<file path="config.mk">
export PLATFORM = sky130hd
export DESIGN_NAME = instr_fetch_stage
export DESIGN_NICKNAME = d
export VERILOG_FILES = /design/src/rtl/instr_fetch_stage.sv
export SDC_FILE = /design/constraint.sdc
export NUM_CORES = 1
export LEC_CHECK = 0
export BUFFER_PORTS_ARGS = -buffer_cell sky130_fd_sc_hd__buf_2
export CAP_MARGIN = 15
export CORE_MARGIN = 4
export CORE_UTILIZATION = 50
export DETAILED_ROUTE_END_ITERATION = 10
export GPL_TIMING_DRIVEN = 0
export HOLD_SLACK_MARGIN = 0.1
export PLACE_DENSITY = 0.78
export SLEW_MARGIN = 15
export SYNTH_ARGS = -nofsm -noshare
export SYNTH_HDL_FRONTEND = slang
export SYNTH_SLANG_ARGS = --single-unit
</file>
<file path="constraint.sdc">
create_clock -name clk -period 1.92 [get_ports clk]
set_input_delay 0.576 -clock clk [delete_from_list [all_inputs] [get_ports clk]]
set_output_delay 0.576 -clock clk [all_outputs]
set_load 0.005 [all_outputs]
</file>
<file path="src/rtl/instr_fetch_stage.sv">
// Instruction fetch stage feeding the single-cycle R-type datapath.
// Owns the PC, fetches 32-bit words over a variable-latency req/ack
// handshake, holds each word until decode accepts it, and handles
// redirects by squashing any fetch still in flight.
//
// Ports:
//   clk, reset              clock and synchronous active-high reset
//   imem_req, imem_addr     fetch request / byte address to instruction memory
//   imem_ack, imem_rdata    memory response strobe / instruction word
//   redirect, redirect_pc   one-cycle refetch pulse and its target
//   if_instr, if_pc         instruction and its address toward decode
//   if_valid, id_ready      output handshake with decode
//   fetch_cnt, squash_cnt   saturating delivered / discarded counters
module instr_fetch_stage #(
    parameter int unsigned       ADDR_W   = 8,
    parameter logic [ADDR_W-1:0] RESET_PC = '0,
    parameter int unsigned       PC_STEP  = 4,
    parameter int unsigned       CNT_W    = 16
) (
    input  logic              clk,
    input  logic              reset,
    output logic              imem_req,
    output logic [ADDR_W-1:0] imem_addr,
    input  logic              imem_ack,
    input  logic [31:0]       imem_rdata,
    input  logic              redirect,
    input  logic [ADDR_W-1:0] redirect_pc,
    output logic [31:0]       if_instr,
    output logic [ADDR_W-1:0] if_pc,
    output logic              if_valid,
    input  logic              id_ready,
    output logic [CNT_W-1:0]  fetch_cnt,
    output logic [CNT_W-1:0]  squash_cnt
);

    localparam logic [ADDR_W-1:0] STEP      = ADDR_W'(PC_STEP);
    localparam logic [ADDR_W-1:0] ALIGN_MSK = ~ADDR_W'(3);
    localparam logic [CNT_W-1:0]  CNT_MAX   = '1;

    typedef enum logic [1:0] {
        IDLE     = 2'd0,
        WAIT_ACK = 2'd1,
        FULL     = 2'd2,
        DRAIN    = 2'd3
    } state_t;

    state_t            state;
    logic [ADDR_W-1:0] pc;
    logic [ADDR_W-1:0] old_addr;
    logic [ADDR_W-1:0] target;

    // Redirect targets are forced word-aligned.
    assign target = redirect_pc & ALIGN_MSK;

    // DRAIN keeps presenting the abandoned address so the handshake stays
    // stable until memory answers it.
    assign imem_req  = (state == WAIT_ACK) || (state == DRAIN);
    assign imem_addr = (state == DRAIN) ? old_addr : pc;

    function automatic logic [CNT_W-1:0] sat_inc(input logic [CNT_W-1:0] c);
        return (c == CNT_MAX) ? c : c + CNT_W'(1);
    endfunction

    // Fetch control; redirect takes priority over normal transitions.
    always_ff @(posedge clk) begin
        if (reset) begin
            state      <= IDLE;
            pc         <= RESET_PC;
            old_addr   <= RESET_PC;
            if_valid   <= 1'b0;
            if_instr   <= '0;
            if_pc      <= '0;
            fetch_cnt  <= '0;
            squash_cnt <= '0;
        end else begin
            case (state)
                IDLE: begin
                    state <= WAIT_ACK;
                    if (redirect) begin
                        pc <= target;
                    end
                end
                WAIT_ACK: begin
                    if (redirect) begin
                        pc <= target;
                        if (imem_ack) begin
                            squash_cnt <= sat_inc(squash_cnt);
                        end else begin
                            // Request already on the bus must be seen through.
                            old_addr <= pc;
                            state    <= DRAIN;
                        end
                    end else if (imem_ack) begin
                        if_instr <= imem_rdata;
                        if_pc    <= pc;
                        if_valid <= 1'b1;
                        pc       <= pc + STEP;
                        state    <= FULL;
                    end
                end
                FULL: begin
                    // A transfer in the redirect cycle still counts.
                    if (id_ready) begin
                        fetch_cnt <= sat_inc(fetch_cnt);
                    end
                    if (redirect) begin
                        pc       <= target;
                        if_valid <= 1'b0;
                        state    <= WAIT_ACK;
                    end else if (id_ready) begin
                        if_valid <= 1'b0;
                        state    <= WAIT_ACK;
                    end
                end
                DRAIN: begin
                    if (redirect) begin
                        pc <= target;
                    end
                    if (imem_ack) begin
                        squash_cnt <= sat_inc(squash_cnt);
                        state      <= WAIT_ACK;
                    end
                end
                default: state <= IDLE;
            endcase
        end
    end

endmodule

</file>
* Word level (Yosys, flattened, before mapping)
Cells that the tools add are included.
Storage, ports and cells: bits in registers 91, latch bits 0, RAM bits 0, bits in read-only memories 0, input port bits 45, output and inout bits 82, word-level logic and storage cells 60, memories kept 0
Operators by class: $add $sub $neg 3, multipliers 0, div/mod/pow operators 0, $lt $le $gt $ge 0, eq/ne operators 13, shifts and indexed selects 0, muxes and demuxes 21, bitwise logic cells 3, reductions and logical operators 12
Operator list (count):
- 16-bit 2-to-1 mux | 3
- 16-bit by 1-bit adder with 16-bit output (second input constant) | 2
- 16-bit == test (second input constant) | 2
- 8-bit 2-to-1 mux | 4
- 16-bit case mux with 2 select lines | 1
- 8-bit case mux with 2 select lines | 1
- 2-bit 2-to-1 mux | 6
- 3-bit != test (second input constant) | 3
- 3-bit AND reduction | 3
- 8-bit by 3-bit adder with 8-bit output (second input constant) | 1
- 2-bit != test (second input constant) | 4
- 2-bit case mux with 4 select lines | 1
- 4-bit AND reduction | 2
- 2-bit == test (second input constant) | 2
- 1-bit 2-to-1 mux | 4
- 2-bit AND reduction | 2
- 2-bit nonzero test | 2
- 1-bit inverter | 3
- 3-bit OR reduction | 1
- 2-bit by 1-bit == test with 1-bit output (second input constant) | 1
- 2-bit zero test | 1
- 2-bit by 1-bit != test with 1-bit output (second input constant) | 1
- 1-bit case mux with 2 select lines | 1
- 1-bit logical OR | 1

* Depth between registers and ports, before layout
depth after elaboration 5, gate-level depth with buffers 8, mapped depth without buffers 5

* Worst setup path after synthesis
Ideal clock, no wire load.
path type register -> register, start register fetch_cnt[0], end register fetch_cnt[15], arrival 1.596 ns, path slack 0.203 ns, cell stages (with the launch flop) 7, buffers on the path 1, period minus slack after synthesis 1.717 ns, path through dfxtp_1 -> ha_1 -> and3_1 -> nor4b_4 -> buf_6 -> nor4_1 -> mux2_2
On the way: word-level cells in the longest chain between the ends 3
Ends and longest elaborated chain:
- from (decl) | line 32 | output logic [CNT_W-1:0] fetch_cnt,
- from (signal assigned) | line 104 | fetch_cnt <= sat_inc(fetch_cnt);
- parallel branches: the longest is 3 deep, another holds 16-bit by 1-bit adder with 16-bit output
Several ways; the timed one is not identified. A chain may end at the register's enable or synchronous reset.

* Worst setup path after layout
start register state[0], end output imem_addr[5]
On the way: word-level cells in the longest chain between the ends 2
Ends and longest elaborated chain:
- from (decl) | line 47 | state_t state;
- from (signal assigned) | line 67 | state <= IDLE;
- from (signal assigned) | line 78 | state <= WAIT_ACK;
- from (signal assigned) | line 91 | state <= DRAIN;
- 2-bit == test | line 58 | assign imem_addr = (state == DRAIN) ? old_addr : pc;
- 8-bit 2-to-1 mux | line 58
- to (decl) | line 23 | output logic [ADDR_W-1:0] imem_addr,
No other way between the ends.

==> results.cfg <==
[global_routing]
antenna_found_initial = 0
grt_max_degree = 16
grt_usage_pct = 21.06
grt_pass1_vias = 3571
grt_pass1_wl_um = 16700
overflow = 0

[worst_hold_path]
hold_path.class = input port to flip-flop

[cts]
clock_path_buffers = 2
path_clk_slew_ns = 0.09
ctsHoldBuffers = 0
cts_tree = done
cts_buffers = 9
htree_levels = 3
insertion_delay_ns = 0.35
root_buffer = clkbuf_8
cts.sinks = 85

[synthesis]
syn-mean-instance-area_um2 = 8.475
syn_inst = 464
synth_common_cells = nand2_1, dfxtp_1, a21oi_1, nor2_1, clkbuf_1
synth_area_um2 = 3933
synth_cell_types = 52
synth_seq_cells = 85
yosysMostFrequentCell = nand2_1
synthArstFlopShare_pct = 0
synth_top_area_share_pct = 43.27
synth_edf_count = 0
yosysWarnings = 0
synth_top_cell_by_area = dfxtp_1
ys_seq_area_share_pct = 43.27
synthTopCellsByArea = dfxtp_1, nand2_1, a21oi_1, mux2_2, mux2i_1
synth_flop_cell = dfxtp_1

[job]
max_cap_viol_count = 0

[placed_design]
dp_hpwl_um = 7336
placed_cells = 688
dpl-instance-area_um2 = 4667
gp_congestion = 0.8194
portBuffers = 119

[outcome]
status = finished, final reports clean

[drt]
avgRoutedWirePerCell_um = 14.12
finalWirelength_um = 10000
viasPerCell = 5.353
antenna_left = 0
firstDrtPassIters = 4
post-route-drc-count = 0
vias = 3790
drt-initial-drc-count = 111

[sta]
fin_skew_ns = 0.01276
max_freq_mhz = 524.5
whs_ns = 0.4507
slew_viol_final = 0
period_minus_slack_ns = 1.907
tightest_slew_ns = 0.6105
timing.max_slew.rel_slack_pct = 58.99
hold_viol = 0
rsz0062_at_grt = yes
period_share_pct = 99.31
setup_viol_count_final = 0

[floorplan]
die-area_um2 = 9348
io_pins = 127
core_area_um2 = 7687
die_x_um = 96.69
start_util_pct = 51.16
num_rows = 32
die_y_um = 96.69

[pwr]
p_leak_uw = 0.002162
peakVddDrop_uv = 390.2
powerDensity_nw_per_um2 = 724.1

[setup_path]
crit_required_ns = 1.34
cp_max_fo = 6
setup.worst_path.end_class = output pin
critPathLaunchType = flip-flop
arrival_ns = 1.33
path_class = flip-flop to output pin

[layout]
layout.cells.non_filler = 708
nets = 649
fin_util_pct = 65.35
design_area_um2 = 5024
layout-drive-gt1-share_pct = 32.34
synthToLayoutAreaGrowth_pct = 27.74
n_antenna_cell = 0
worst max-delay path: stages (launching register included):
cell and delay (ns):
dfxtp_2 0.33, buf_8 0.12, nand2_8 0.08, mux2_2 0.33, buf_2 0.12
cell type report:
| class | count | area, um2 |
|---|---|---|
| buffer | 36 | 202.7 |
| clock buffer | 10 | 137.6 |
| timing repair buffer | 125 | 665.6 |
| tap | 102 | 127.6 |
| clock inverter | 6 | 95.09 |
| fill | 689 | 2664 |
| sequential | 85 | 1705 |
| multi-input combinational | 340 | 2074 |
| inverter | 4 | 15.01 |
per-layer routing:
metal  part of all wire [%]  up-vias  wire [um]  global-route usage [%]
met5                      0        -          0                       0
met4                    2.2        0        215                   7.667
met3                    6.6       22        657                   5.696
met2                     48      126       4827                   35.14
met1                     43     1726       4300                   26.01
li1                       -     1916          -                       -
timing repair:
action	CTS	global route
buffers inserted	4	2
endpoints found under the setup margin	6	40
resized for setup	9	20
pin swaps	1	2
cloned	0	0
where the power goes:
part           internal, uW  switching [uW]  total (uW)
clock network           780             663        1440
registers              1810            33.9        1840
logic                   168             186         355
cells in the final DEF (no fill, tap or decap), drive strengths merged, types with 4 or more instances in the layout:
cell type / count
a211oi: 8
a21oi: 62
and3: 4
and4: 4
buf: 140
clkbuf: 31
conb: 4
dfxtp: 85
inv: 5
mux2: 16
mux2i: 12
nand2: 99
nand3: 13
nand4: 12
nor2: 26
nor2b: 10
nor3: 8
o21ai: 4
o31ai: 10
or4: 11
metrics by stage:
step                setup TNS (ns)  setup WS, ns  power [uW]
floorplan                        0        0.2030        2064
global route               -0.1038      -0.04015        3794
global placement            -6.837       -0.2026        2192
detailed placement          -7.310       -0.2301        2201
CTS                       -0.03333      -0.01147        3641
finish                           0       0.01333        3637
sequential cells by signal (all words and copies together), names as in the netlist:
signal      flops
if_valid        1
fetch_cnt      16
state           2
if_instr       32
squash_cnt     16
if_pc           6
pc              6
old_addr        6
worst paths after layout:
kind | slack [ns] | cells after the start | from | end
worst min-delay path | 0.45 | 3 | imem_rdata[26] | if_instr[26]
worst min register to register | 0.46 | 2 | if_instr[17] | if_instr[17]
worst max-delay path | 0.01 | 4 | state[0] | imem_addr[5]
worst max register to register | 0.07 | 6 | fetch_cnt[0] | fetch_cnt[15]
cells by family after synthesis:
group / count (synthesis) / share of synthesized area [%]
DFF: 85 / 43.27
muxes: 28 / 7.636
xor gates and xnor gates: 1 / 0.2228
buffers and inverters: 42 / 5.313
other: 1 / 0.09536
AOI/OAI and AO/OA: 99 / 15.27
adders and majority gates: 3 / 0.9546
and+or+nand+nor: 205 / 27.23
No activity file was read; power rests on OpenSTA's default activity.
